===== src/rtl/note_seq_pkg.sv =====
// Shared types and the note encoder for the note sequencer.
// Widths are bounded by MAX_S/MAX_F; callers zero-extend.
package note_seq_pkg;

  typedef enum logic [1:0] {
    IDLE = 2'd0,
    REC  = 2'd1,
    PLAY = 2'd2
  } state_e;

  localparam int MAX_S = 16;
  localparam int MAX_F = 15;
  localparam int MAX_W = MAX_S * (MAX_F + 1);

  function automatic int note_w(input int ns, input int nf);
    return ns * (nf + 1);
  endfunction

  function automatic int addr_w(input int depth);
    return $clog2(depth);
  endfunction

  // Highest pressed bar wins; the string group shifts to that row.
  function automatic logic [MAX_W-1:0] encode_note(
    input logic [MAX_S-1:0] s,
    input logic [MAX_F-1:0] f,
    input int               ns
  );
    int eff;
    eff = 0;
    for (int k = 0; k < MAX_F; k++)
      if (f[k]) eff = k + 1;
    return {{(MAX_W-MAX_S){1'b0}}, s} << (eff * ns);
  endfunction

endpackage


===== src/rtl/note_seq_if.sv =====
// Control/status bundle between the sequencer and its host.
// master drives commands and inputs, slave is the sequencer.
interface note_seq_if #(
  parameter int N_STRINGS = 6,
  parameter int N_FRETS   = 4,
  parameter int DEPTH     = 64,
  parameter int CNT_W     = 27
);
  localparam int NOTE_W = N_STRINGS * (N_FRETS + 1);
  localparam int AW     = $clog2(DEPTH);

  logic                 start_rec;
  logic                 start_play;
  logic                 stop;
  logic                 loop_en;
  logic [CNT_W-1:0]     beat_period;
  logic [N_STRINGS-1:0] strings;
  logic [N_FRETS-1:0]   frets;
  logic [NOTE_W-1:0]    note_out;
  logic                 note_valid;
  logic                 beat_tick;
  logic                 busy;
  logic [1:0]           state;
  logic [AW:0]          rec_len;
  logic                 full;
  logic                 done;

  modport master (
    output start_rec, start_play, stop, loop_en,
    output beat_period, strings, frets,
    input  note_out, note_valid, beat_tick, busy,
    input  state, rec_len, full, done
  );

  modport slave (
    input  start_rec, start_play, stop, loop_en,
    input  beat_period, strings, frets,
    output note_out, note_valid, beat_tick, busy,
    output state, rec_len, full, done
  );
endinterface


===== src/rtl/beat_timer.sv =====
// Beat counter: ticks on the last cycle of each period.
// Held cleared while restart is high; period latched at wrap.
module beat_timer #(
  parameter int CNT_W = 27
) (
  input  logic             clk,
  input  logic             resetn,
  input  logic             restart,
  input  logic [CNT_W-1:0] period,
  output logic             tick
);
  logic [CNT_W-1:0] cnt;
  logic [CNT_W-1:0] last;
  logic [CNT_W-1:0] last_d;

  assign last_d = (period == '0) ? '0 : period - CNT_W'(1);
  assign tick   = !restart && (cnt == last);

  always_ff @(posedge clk) begin
    if (!resetn) begin
      cnt  <= '0;
      last <= '0;
    end else if (restart || tick) begin
      cnt  <= '0;
      last <= last_d;
    end else begin
      cnt <= cnt + CNT_W'(1);
    end
  end
endmodule


===== src/rtl/note_store.sv =====
// Note word storage: sync write, registered read.
// Kept as its own block so a BRAM macro can drop in.
module note_store #(
  parameter int W     = 30,
  parameter int DEPTH = 64,
  parameter int AW    = $clog2(DEPTH)
) (
  input  logic          clk,
  input  logic          resetn,
  input  logic          we,
  input  logic [AW-1:0] waddr,
  input  logic [W-1:0]  wdata,
  input  logic          re,
  input  logic [AW-1:0] raddr,
  output logic [W-1:0]  rdata
);
  logic [W-1:0] mem [DEPTH];

  always_ff @(posedge clk) begin
    if (we) mem[waddr] <= wdata;
  end

  always_ff @(posedge clk) begin
    if (!resetn)  rdata <= '0;
    else if (re)  rdata <= mem[raddr];
  end
endmodule


===== src/rtl/note_sequencer.sv =====
// Beat-paced guitar note recorder/player with loop,
// stop and full handling.
module note_sequencer
  import note_seq_pkg::*;
#(
  parameter int N_STRINGS = 6,
  parameter int N_FRETS   = 4,
  parameter int DEPTH     = 64,
  parameter int CNT_W     = 27
) (
  input logic       clk,
  input logic       resetn,
  note_seq_if.slave bus
);
  localparam int NOTE_W = note_w(N_STRINGS, N_FRETS);
  localparam int AW     = addr_w(DEPTH);

  state_e state_q, state_d;

  logic [AW-1:0]        wr_ptr;
  logic [AW-1:0]        rd_ptr;
  logic [AW:0]          rec_len;
  logic [N_STRINGS-1:0] s_acc, s_cap;
  logic [N_FRETS-1:0]   f_acc, f_cap;
  logic [NOTE_W-1:0]    wr_word;

  logic tick, busy;
  logic wr_en, rd_en;
  logic clr_rec, clr_rd;
  logic done_d, done_q;
  logic note_valid_q;
  logic wr_last, rd_last;

  assign busy = (state_q != IDLE);

  // Timer idles in IDLE so every entry starts a full beat.
  beat_timer #(.CNT_W(CNT_W)) u_timer (
    .clk     (clk),
    .resetn  (resetn),
    .restart (!busy),
    .period  (bus.beat_period),
    .tick    (tick)
  );

  assign s_cap   = s_acc | bus.strings;
  assign f_cap   = f_acc | bus.frets;
  assign wr_word = NOTE_W'(encode_note(
                     MAX_S'(s_cap), MAX_F'(f_cap), N_STRINGS));

  assign wr_last = (wr_ptr == AW'(DEPTH - 1));
  assign rd_last = (({1'b0, rd_ptr} + (AW+1)'(1)) == rec_len);

  always_comb begin
    state_d = state_q;
    wr_en   = 1'b0;
    rd_en   = 1'b0;
    clr_rec = 1'b0;
    clr_rd  = 1'b0;
    done_d  = 1'b0;
    unique case (state_q)
      IDLE: begin
        if (!bus.stop) begin
          if (bus.start_rec) begin
            clr_rec = 1'b1;
            state_d = REC;
          end else if (bus.start_play) begin
            if (rec_len != '0) begin
              clr_rd  = 1'b1;
              state_d = PLAY;
            end else begin
              done_d = 1'b1;
            end
          end
        end
      end
      REC: begin
        if (bus.stop) begin
          state_d = IDLE;
        end else if (tick) begin
          wr_en = 1'b1;
          if (wr_last) begin
            done_d  = 1'b1;
            state_d = IDLE;
          end
        end
      end
      PLAY: begin
        if (bus.stop) begin
          state_d = IDLE;
        end else if (tick) begin
          rd_en = 1'b1;
          if (rd_last && !bus.loop_en) begin
            done_d  = 1'b1;
            state_d = IDLE;
          end
        end
      end
      default: state_d = IDLE;
    endcase
  end

  always_ff @(posedge clk) begin
    if (!resetn) state_q <= IDLE;
    else         state_q <= state_d;
  end

  always_ff @(posedge clk) begin
    if (!resetn) begin
      wr_ptr       <= '0;
      rd_ptr       <= '0;
      rec_len      <= '0;
      s_acc        <= '0;
      f_acc        <= '0;
      note_valid_q <= 1'b0;
      done_q       <= 1'b0;
    end else begin
      note_valid_q <= rd_en;
      done_q       <= done_d;
      if (clr_rec) begin
        wr_ptr  <= '0;
        rec_len <= '0;
      end else if (wr_en) begin
        wr_ptr  <= wr_ptr + AW'(1);
        rec_len <= rec_len + (AW+1)'(1);
      end
      if (clr_rd)
        rd_ptr <= '0;
      else if (rd_en)
        rd_ptr <= rd_last ? '0 : rd_ptr + AW'(1);
      if (state_q == REC && !tick && !bus.stop) begin
        s_acc <= s_cap;
        f_acc <= f_cap;
      end else begin
        s_acc <= '0;
        f_acc <= '0;
      end
    end
  end

  note_store #(.W(NOTE_W), .DEPTH(DEPTH)) u_store (
    .clk    (clk),
    .resetn (resetn),
    .we     (wr_en),
    .waddr  (wr_ptr),
    .wdata  (wr_word),
    .re     (rd_en),
    .raddr  (rd_ptr),
    .rdata  (bus.note_out)
  );

  assign bus.note_valid = note_valid_q;
  assign bus.done       = done_q;
  assign bus.beat_tick  = tick;
  assign bus.busy       = busy;
  assign bus.state      = state_q;
  assign bus.rec_len    = rec_len;
  assign bus.full       = (rec_len == (AW+1)'(DEPTH));
endmodule


===== src/flat_wrapper.sv =====
// flat-port wrapper written by rule: the top's interface ports become plain ports
module note_sequencer_flat import note_seq_pkg::*;
#(
  parameter int N_STRINGS = 6,
  parameter int N_FRETS   = 4,
  parameter int DEPTH     = 64,
  parameter int CNT_W     = 27
)
  (clk, resetn, bus_start_rec, bus_start_play, bus_stop, bus_loop_en, bus_beat_period, bus_strings, bus_frets, bus_note_out, bus_note_valid, bus_beat_tick, bus_busy, bus_state, bus_rec_len, bus_full, bus_done);
  note_seq_if #(.N_STRINGS(N_STRINGS), .N_FRETS(N_FRETS), .DEPTH(DEPTH), .CNT_W(CNT_W)) bus_i ();
  input logic clk;
  input logic resetn;
  input wire logic [$bits(bus_i.start_rec)-1:0] bus_start_rec;
  input wire logic [$bits(bus_i.start_play)-1:0] bus_start_play;
  input wire logic [$bits(bus_i.stop)-1:0] bus_stop;
  input wire logic [$bits(bus_i.loop_en)-1:0] bus_loop_en;
  input wire logic [$bits(bus_i.beat_period)-1:0] bus_beat_period;
  input wire logic [$bits(bus_i.strings)-1:0] bus_strings;
  input wire logic [$bits(bus_i.frets)-1:0] bus_frets;
  output wire logic [$bits(bus_i.note_out)-1:0] bus_note_out;
  output wire logic [$bits(bus_i.note_valid)-1:0] bus_note_valid;
  output wire logic [$bits(bus_i.beat_tick)-1:0] bus_beat_tick;
  output wire logic [$bits(bus_i.busy)-1:0] bus_busy;
  output wire logic [$bits(bus_i.state)-1:0] bus_state;
  output wire logic [$bits(bus_i.rec_len)-1:0] bus_rec_len;
  output wire logic [$bits(bus_i.full)-1:0] bus_full;
  output wire logic [$bits(bus_i.done)-1:0] bus_done;
  assign bus_i.start_rec = bus_start_rec;
  assign bus_i.start_play = bus_start_play;
  assign bus_i.stop = bus_stop;
  assign bus_i.loop_en = bus_loop_en;
  assign bus_i.beat_period = bus_beat_period;
  assign bus_i.strings = bus_strings;
  assign bus_i.frets = bus_frets;
  assign bus_note_out = bus_i.note_out;
  assign bus_note_valid = bus_i.note_valid;
  assign bus_beat_tick = bus_i.beat_tick;
  assign bus_busy = bus_i.busy;
  assign bus_state = bus_i.state;
  assign bus_rec_len = bus_i.rec_len;
  assign bus_full = bus_i.full;
  assign bus_done = bus_i.done;
  note_sequencer #(.N_STRINGS(N_STRINGS), .N_FRETS(N_FRETS), .DEPTH(DEPTH), .CNT_W(CNT_W)) u_core (.clk(clk), .resetn(resetn), .bus(bus_i));
endmodule

===== config.mk =====
export PLATFORM = sky130hd
export DESIGN_NAME = note_sequencer_flat
export DESIGN_NICKNAME = d
export VERILOG_FILES = /design/src/rtl/note_seq_pkg.sv /design/src/rtl/note_seq_if.sv /design/src/rtl/beat_timer.sv /design/src/rtl/note_store.sv /design/src/rtl/note_sequencer.sv /design/src/flat_wrapper.sv
export SDC_FILE = /design/constraint.sdc
export NUM_CORES = 2
export LEC_CHECK = 0
export BUFFER_PORTS_ARGS = -buffer_cell sky130_fd_sc_hd__buf_2
export CAP_MARGIN = 20
export CORE_MARGIN = 2
export CORE_UTILIZATION = 55
export CTS_CLUSTER_SIZE = 20
export DETAILED_ROUTE_END_ITERATION = 8
export PLACE_DENSITY = 0.78
export REMOVE_ABC_BUFFERS = 1
export SYNTH_ARGS = -nofsm -noshare
export SYNTH_HDL_FRONTEND = slang
export SYNTH_SLANG_ARGS = --single-unit

===== constraint.sdc =====
create_clock -name clk -period 10.6 [get_ports clk]
set_input_delay 0.53 -clock clk [delete_from_list [all_inputs] [get_ports clk]]
set_output_delay 0.53 -clock clk [all_outputs]
set_load 0.005 [all_outputs]

* Word level (Yosys, flattened, before mapping) *
Memory sizes are Yosys's and may differ from the RTL's. A register that Yosys moved wholly into a read port is not among the register bits.
Index checks and enable logic that the tools add are counted.

word-level totals
  register bits after elaboration = 87
  memory bits (writable) = 1920
  input port bits = 43
  memories kept = 1

memory list
  name                words  bits a word  rd ports  clocked after memory_dff  wr ports  RTL line          RTL
  u_core.u_store.mem  64     30           1         1                         1         note_store.sv:17  logic [W-1:0] mem [DEPTH];

cells by class
  add/subtract/negate cells = 6
  $mul = 1
  eq/ne operators = 13
  shift-type cells = 1
  muxes and demuxes = 42
  bitwise gates (word level) = 3
  reduce and logical (&&, ||, !) cells = 19

operators with widths
  cell                   count
  $shl 6x32->30          1
  $add 27x1->27 const B  1
  $eq 27x27->1           1
  $logic_not 27->1       1
  $mux 27                1
  $sub 27x1->27 const B  1
  $mux 1                 25
  $mux 2                 12
  $ne 3x2->1 const B     5
  $add 6x1->6 const B    2
  $add 6x1->7 const B    1
  $add 7x1->7 const B    1
  $eq 7x7->1             1
  $eq 7x7->1 const B     1
  $reduce_and 7->1       1
  $reduce_bool 7->1      1
  $eq 6x6->1 const B     1
  $mux 6                 1
  $or 6x6->6             1
  $pmux 2 s3             1
  $reduce_or 2->1        3
  $logic_not 1->1        5
  $mul 3x2->5 const B    1
  $logic_and 1x1->1      4
  12 further kinds       12

* Longest topological paths before layout *
  word-level depth = 7
  depth in mapped cells = 11

* Hierarchy *
Synthesis repeated with hierarchy kept, for this count alone.

second synthesis, totals
  cell total of the unflattened synthesis = 4377
  area, all modules = 80018.0 µm²

modules (own cells, without submodules)
  module          instances  cells each  area each (µm²)
  note_store      1          3725        74761.7
  beat_timer      1          372         3188.1
  note_sequencer  1          280         2068.2

* Worst setup path after synthesis *
No wires, ideal clock.

  kind = reg-to-reg
  start = register u_core.u_timer.cnt[3]
  end = memory u_core.u_store.mem[57][0] (enable)
  setup time = 0.417 ns
  arrival = 3.234 ns
  slack = 6.949 ns
  stages on the path, launching flop included = 10
  path through = dfxtp_1 -> buf_2 -> xor2_1 -> nor4_1 -> and4_1 -> buf_2 -> nand3_2 -> or4b_1 -> buf_2 -> nor2_1

between the ends
  word-level cells in the longest chain between the ends = 7

ends and longest elaborated chain
  what                          RTL line              RTL
  start, declared               beat_timer.sv:12      logic [CNT_W-1:0] cnt;
  start signal, assigned        beat_timer.sv:27      cnt <= cnt + CNT_W'(1);
  $eq 27x27->1                  beat_timer.sv:17      assign tick = !restart && (cnt == last);
  $logic_and 1x1->1             beat_timer.sv:17
  $mux 1                        note_sequencer.sv:79  end else if (tick) begin
  $mux 1                        note_sequencer.sv:77  if (bus.stop) begin
  $mux 1                        note_sequencer.sv:60  unique case (state_q)
  $mux 1                        note_store.sv:20      if (we) mem[waddr] <= wdata;
  $mux 1 (not written as such)  note_store.sv:20
  end, declared                 note_store.sv:17

Every way passes these cells.

==> results.md <==
- Run status: complete, no violations
- Reg clk slew, reported paths: 60 ps
- Initial antenna violation count: 21
- Syn avg cell area: 18.45 um2
- Post-synthesis mux area share: 11.98%
- Max cap viols: 0
- Setup ws final: 5902 ps
- Worst reg-to-reg setup slack: 5900 ps
- Gate power share: 1.1%
- Worst Path Required: 11330 ps
- Fmax achieved: 212.9 MHz
- Initial Util: 55.28%
- Post-route DRC: 0
- Hold Violations, Final: 0
- Final Cycle Share: 44.32%
- Final WL: 206.8 mm
- Leakage: 24.79 nW
- R2r endpoint: u_core.u_store.rdata[16]$_SDFFE_PN0P_
- Peak VDD IR: 0.1636 mV
- Antenna-violating nets left: 0
- Crit path capture type: flip-flop
- Chip Width: 383.5 um
- Root Driver: clkbuf_16
- Xor and xnor fraction of the mapped netlist area: 0.9066%
- DIE AREA: 0.1471 mm2
- Simple-gate share of the synthesized area: 4.304%
- Share of layout cells above drive strength 1: 26.34%
- Net switching power: 3.087 mW
- Utilization after layout: 62.21%
- CTS tree: yes
- Row cnt: 139
- Synth Area in Compound Gates: 5.471%
- Yosys warns: 0
- Largest family of logic cells by synthesized area: multiplexers
- RSZ-0062 raised after global routing: false
- Hold Path Class: in2reg
- PD cells: 176.1 mW/mm2
- Critical R2R Launch: u_core.rd_ptr[0]$_SDFFE_PP0P_
- TritonCTS Buffers: 191
- Fraction of the yosys area taken by sequential cells: 75.74%
- Die Ht: 383.5 um
- Switching share of total power: 19.66%
- Final HPWL DP: 107.6 mm
- Port bufs: 86
- Overall power: 15.70 mW
- DRT iter0 DRCs: 6786
- GP Congestion: 0.8517
- Nets@finish: 4505
- Core ar.: 0.1433 mm2
- Post_cts resized: 0
- Asr flop ratio synth: 0%
- Crit path kind: reg2reg
- Worst reg-to-reg path cell count: 8
- GRT Overall Usage: 27.67%
- I/O pin total: 87
- Internal Pwr Total: 12.61 mW
- Fillers: 9549
- Vias: 43465
- Clock buffer depth: 3
- Endpoint, Worst Hold: u_core.u_timer.last[4]$_SDFFE_PN0P_
- Routed vias/inst: 6.659
- First-pass GRT wire length: 293.2 mm
- Worst Max-Slew Pin Slew: 1146 ps
- Area grow syn2layout: 12.54%
- Largest net degree at the start of global routing: 171
- Hold path start: bus_beat_period[4]
- Mapped Area: 0.07922 mm2
- Clock sink count: 2037
- Netlist cell types: 61
- Clock power share: 43.1%
- Critical path startpoint category: flip-flop
- Most frequent cells in the layout: edfxtp_1, mux2_2, mux4_2
- Vias in the first global route: 42571
- Cells after Synth: 4293
- Clk_skew: 31.83 ps
- Global route total overflow: 0
- H-Tree Depth: 4
- Worst-skew pair later-pin latency: 830 ps
- Most common cell after layout, fill and taps aside: edfxtp_1
- FF+latch count, synth: 2037
- Slew Limit Fails: 0
- Post-Synth Adder-Cell Area: 0.09477%
- Crit path DAT: 5430 ps
- Worst slack, placed: 5985 ps
- Reg power frac: 55.8%
- # setup viols final: 0
- Post-synth EDFFs: 1920
- DR pass1 iterations: 6
- Synth Flop Type: edfxtp_1
- Hold-critical path depth: 3
- Max-slew headroom: 23.53%
- Crit-path max FO: 61
- WL/cell: 31.68 um
- Minimum clock period: 4698 ps
-- final cells by class --
cell class / count / area (um2) / share of cell area (%)
Antenna cell: 4 / 10.01 / 0.01123
Clock buffer: 262 / 5259 / 5.899
Clock inverter: 95 / 932.1 / 1.046
Inverter: 20 / 75.07 / 0.08421
Multi-Input combinational cell: 1981 / 18820 / 21.11
Sequential cell: 2037 / 60010 / 67.31
Tap cell: 1903 / 2381 / 2.671
Timing Repair Buffer: 225 / 1672 / 1.875
-- cell families after synthesis --
kind of cell             after synthesis
flip-flops                          2037
multiplexers                         603
XOR/XNOR                              82
AND/OR/NAND/NOR                      662
AO/OA/AOI/OAI                        628
adder cells (fa/ha/maj)                6
buffers and inverters                275
-- synth_stat cells, types with 3 or more instances --
master	n	area share [%]
nor2_1	180	0.85
nor4_1	12	0.095
o21ai_0	134	0.85
nand3b_1	4	0.038
a32oi_1	10	0.11
nor3_1	129	0.81
o211ai_1	30	0.28
o21ai_1	10	0.063
dfxtp_1	117	3.0
buf_1	42	0.20
mux2i_1	3	0.038
a211oi_1	121	1.1
a21oi_1	11	0.069
buf_2	79	0.50
clkbuf_1	122	0.58
xnor2_1	28	0.31
nand4_1	11	0.087
nand2b_1	8	0.063
or3_1	11	0.087
a22oi_1	64	0.61
and4_1	4	0.044
a22o_1	60	0.66
o31ai_1	27	0.26
buf_6	5	0.071
inv_1	19	0.090
ha_1	6	0.095
nor2b_1	123	0.97
nor3b_1	3	0.028
edfxtp_1	1920	73
o2bb2ai_1	26	0.29
and3_1	7	0.055
or4_1	38	0.36
buf_4	7	0.066
and2_1	6	0.047
xor2_1	54	0.60
mux4_2	240	6.8
nand3_1	45	0.28
nand2_1	67	0.32
o22ai_1	120	0.95
a31o_2	4	0.044
mux2_2	360	5.1
-- worst max path at each step --
stage                                        startpoint                                     to  slack, ps  depth (start not counted)
final                     u_core.rd_ptr[0]$_SDFFE_PP0P_  u_core.u_store.rdata[16]$_SDFFE_PN0P_       5900                          8
after global routing      u_core.rd_ptr[0]$_SDFFE_PP0P_  u_core.u_store.rdata[15]$_SDFFE_PN0P_       5700                          8
after CTS                 u_core.rd_ptr[0]$_SDFFE_PP0P_  u_core.u_store.rdata[15]$_SDFFE_PN0P_       5930                          8
after detailed placement  u_core.rd_ptr[0]$_SDFFE_PP0P_  u_core.u_store.rdata[15]$_SDFFE_PN0P_       5990                          8
after global placement    u_core.rd_ptr[0]$_SDFFE_PP0P_  u_core.u_store.rdata[15]$_SDFFE_PN0P_       5960                          8
after floorplan           u_core.rd_ptr[2]$_SDFFE_PP0P_          u_core.rd_ptr[2]$_SDFFE_PP0P_     -10230                          6
-- power groups by stage --
| stage | clock [mW] | sequential (mW) | combinational (mW) |
|---|---|---|---|
| after floorplan | 0 | 8.93 | 0.0676 |
| after global placement | 0 | 8.93 | 0.151 |
| after detailed placement | 0 | 8.93 | 0.158 |
| after CTS | 6.81 | 8.76 | 0.162 |
| after global routing | 7.10 | 8.75 | 0.177 |
| final | 6.77 | 8.76 | 0.168 |
-- timing repair --
item                      in CTS  in global routing
setup buffers                  0                  0
hold endpoints to repair      13                  0
hold buffers                  13                  0
-- sequential cells by signal, summed over array words and instances, names as in the netlist --
register               cells
u_core.u_store.mem      1920
u_core.u_store.rdata      30
u_core.u_timer.cnt        27
u_core.u_timer.last       27
u_core.bus.rec_len         7
u_core.rd_ptr              6
u_core.s_acc               6
u_core.wr_ptr              6
u_core.f_acc               4
u_core.bus.state           2
u_core.bus.done            1
u_core.bus.note_valid      1
-- stage by stage --
step           area, um2  hold slack [ps]  TNS [ps]  cells
3_3_place_gp       82610            454.8         0   6141
3_5_place_dp       82640            470.5         0   6143
4_1_cts            88960            4.537         0   6513
6_report           89150            48.89         0   6527
2_1_floorplan      78100            439.3   -378270   4038
5_1_grt            89140            46.85         0   6523
-- per-layer routing --
metal	wire [um]	global-route usage, %
met1	77220	38.66
met2	96020	42.59
met3	26350	7.416
met4	7061	9.368
met5	132	0
-- critical path, stage by stage (launching register included) --
cell,delay (ps)
dfxtp_4,800
buf_4,720
or2_4,800
buf_4,750
o21ai_0,190
nor3_1,510
or4_1,200
nand3_1,300
o211ai_1,230
Note: power is estimated with default switching activity, not from simulation.
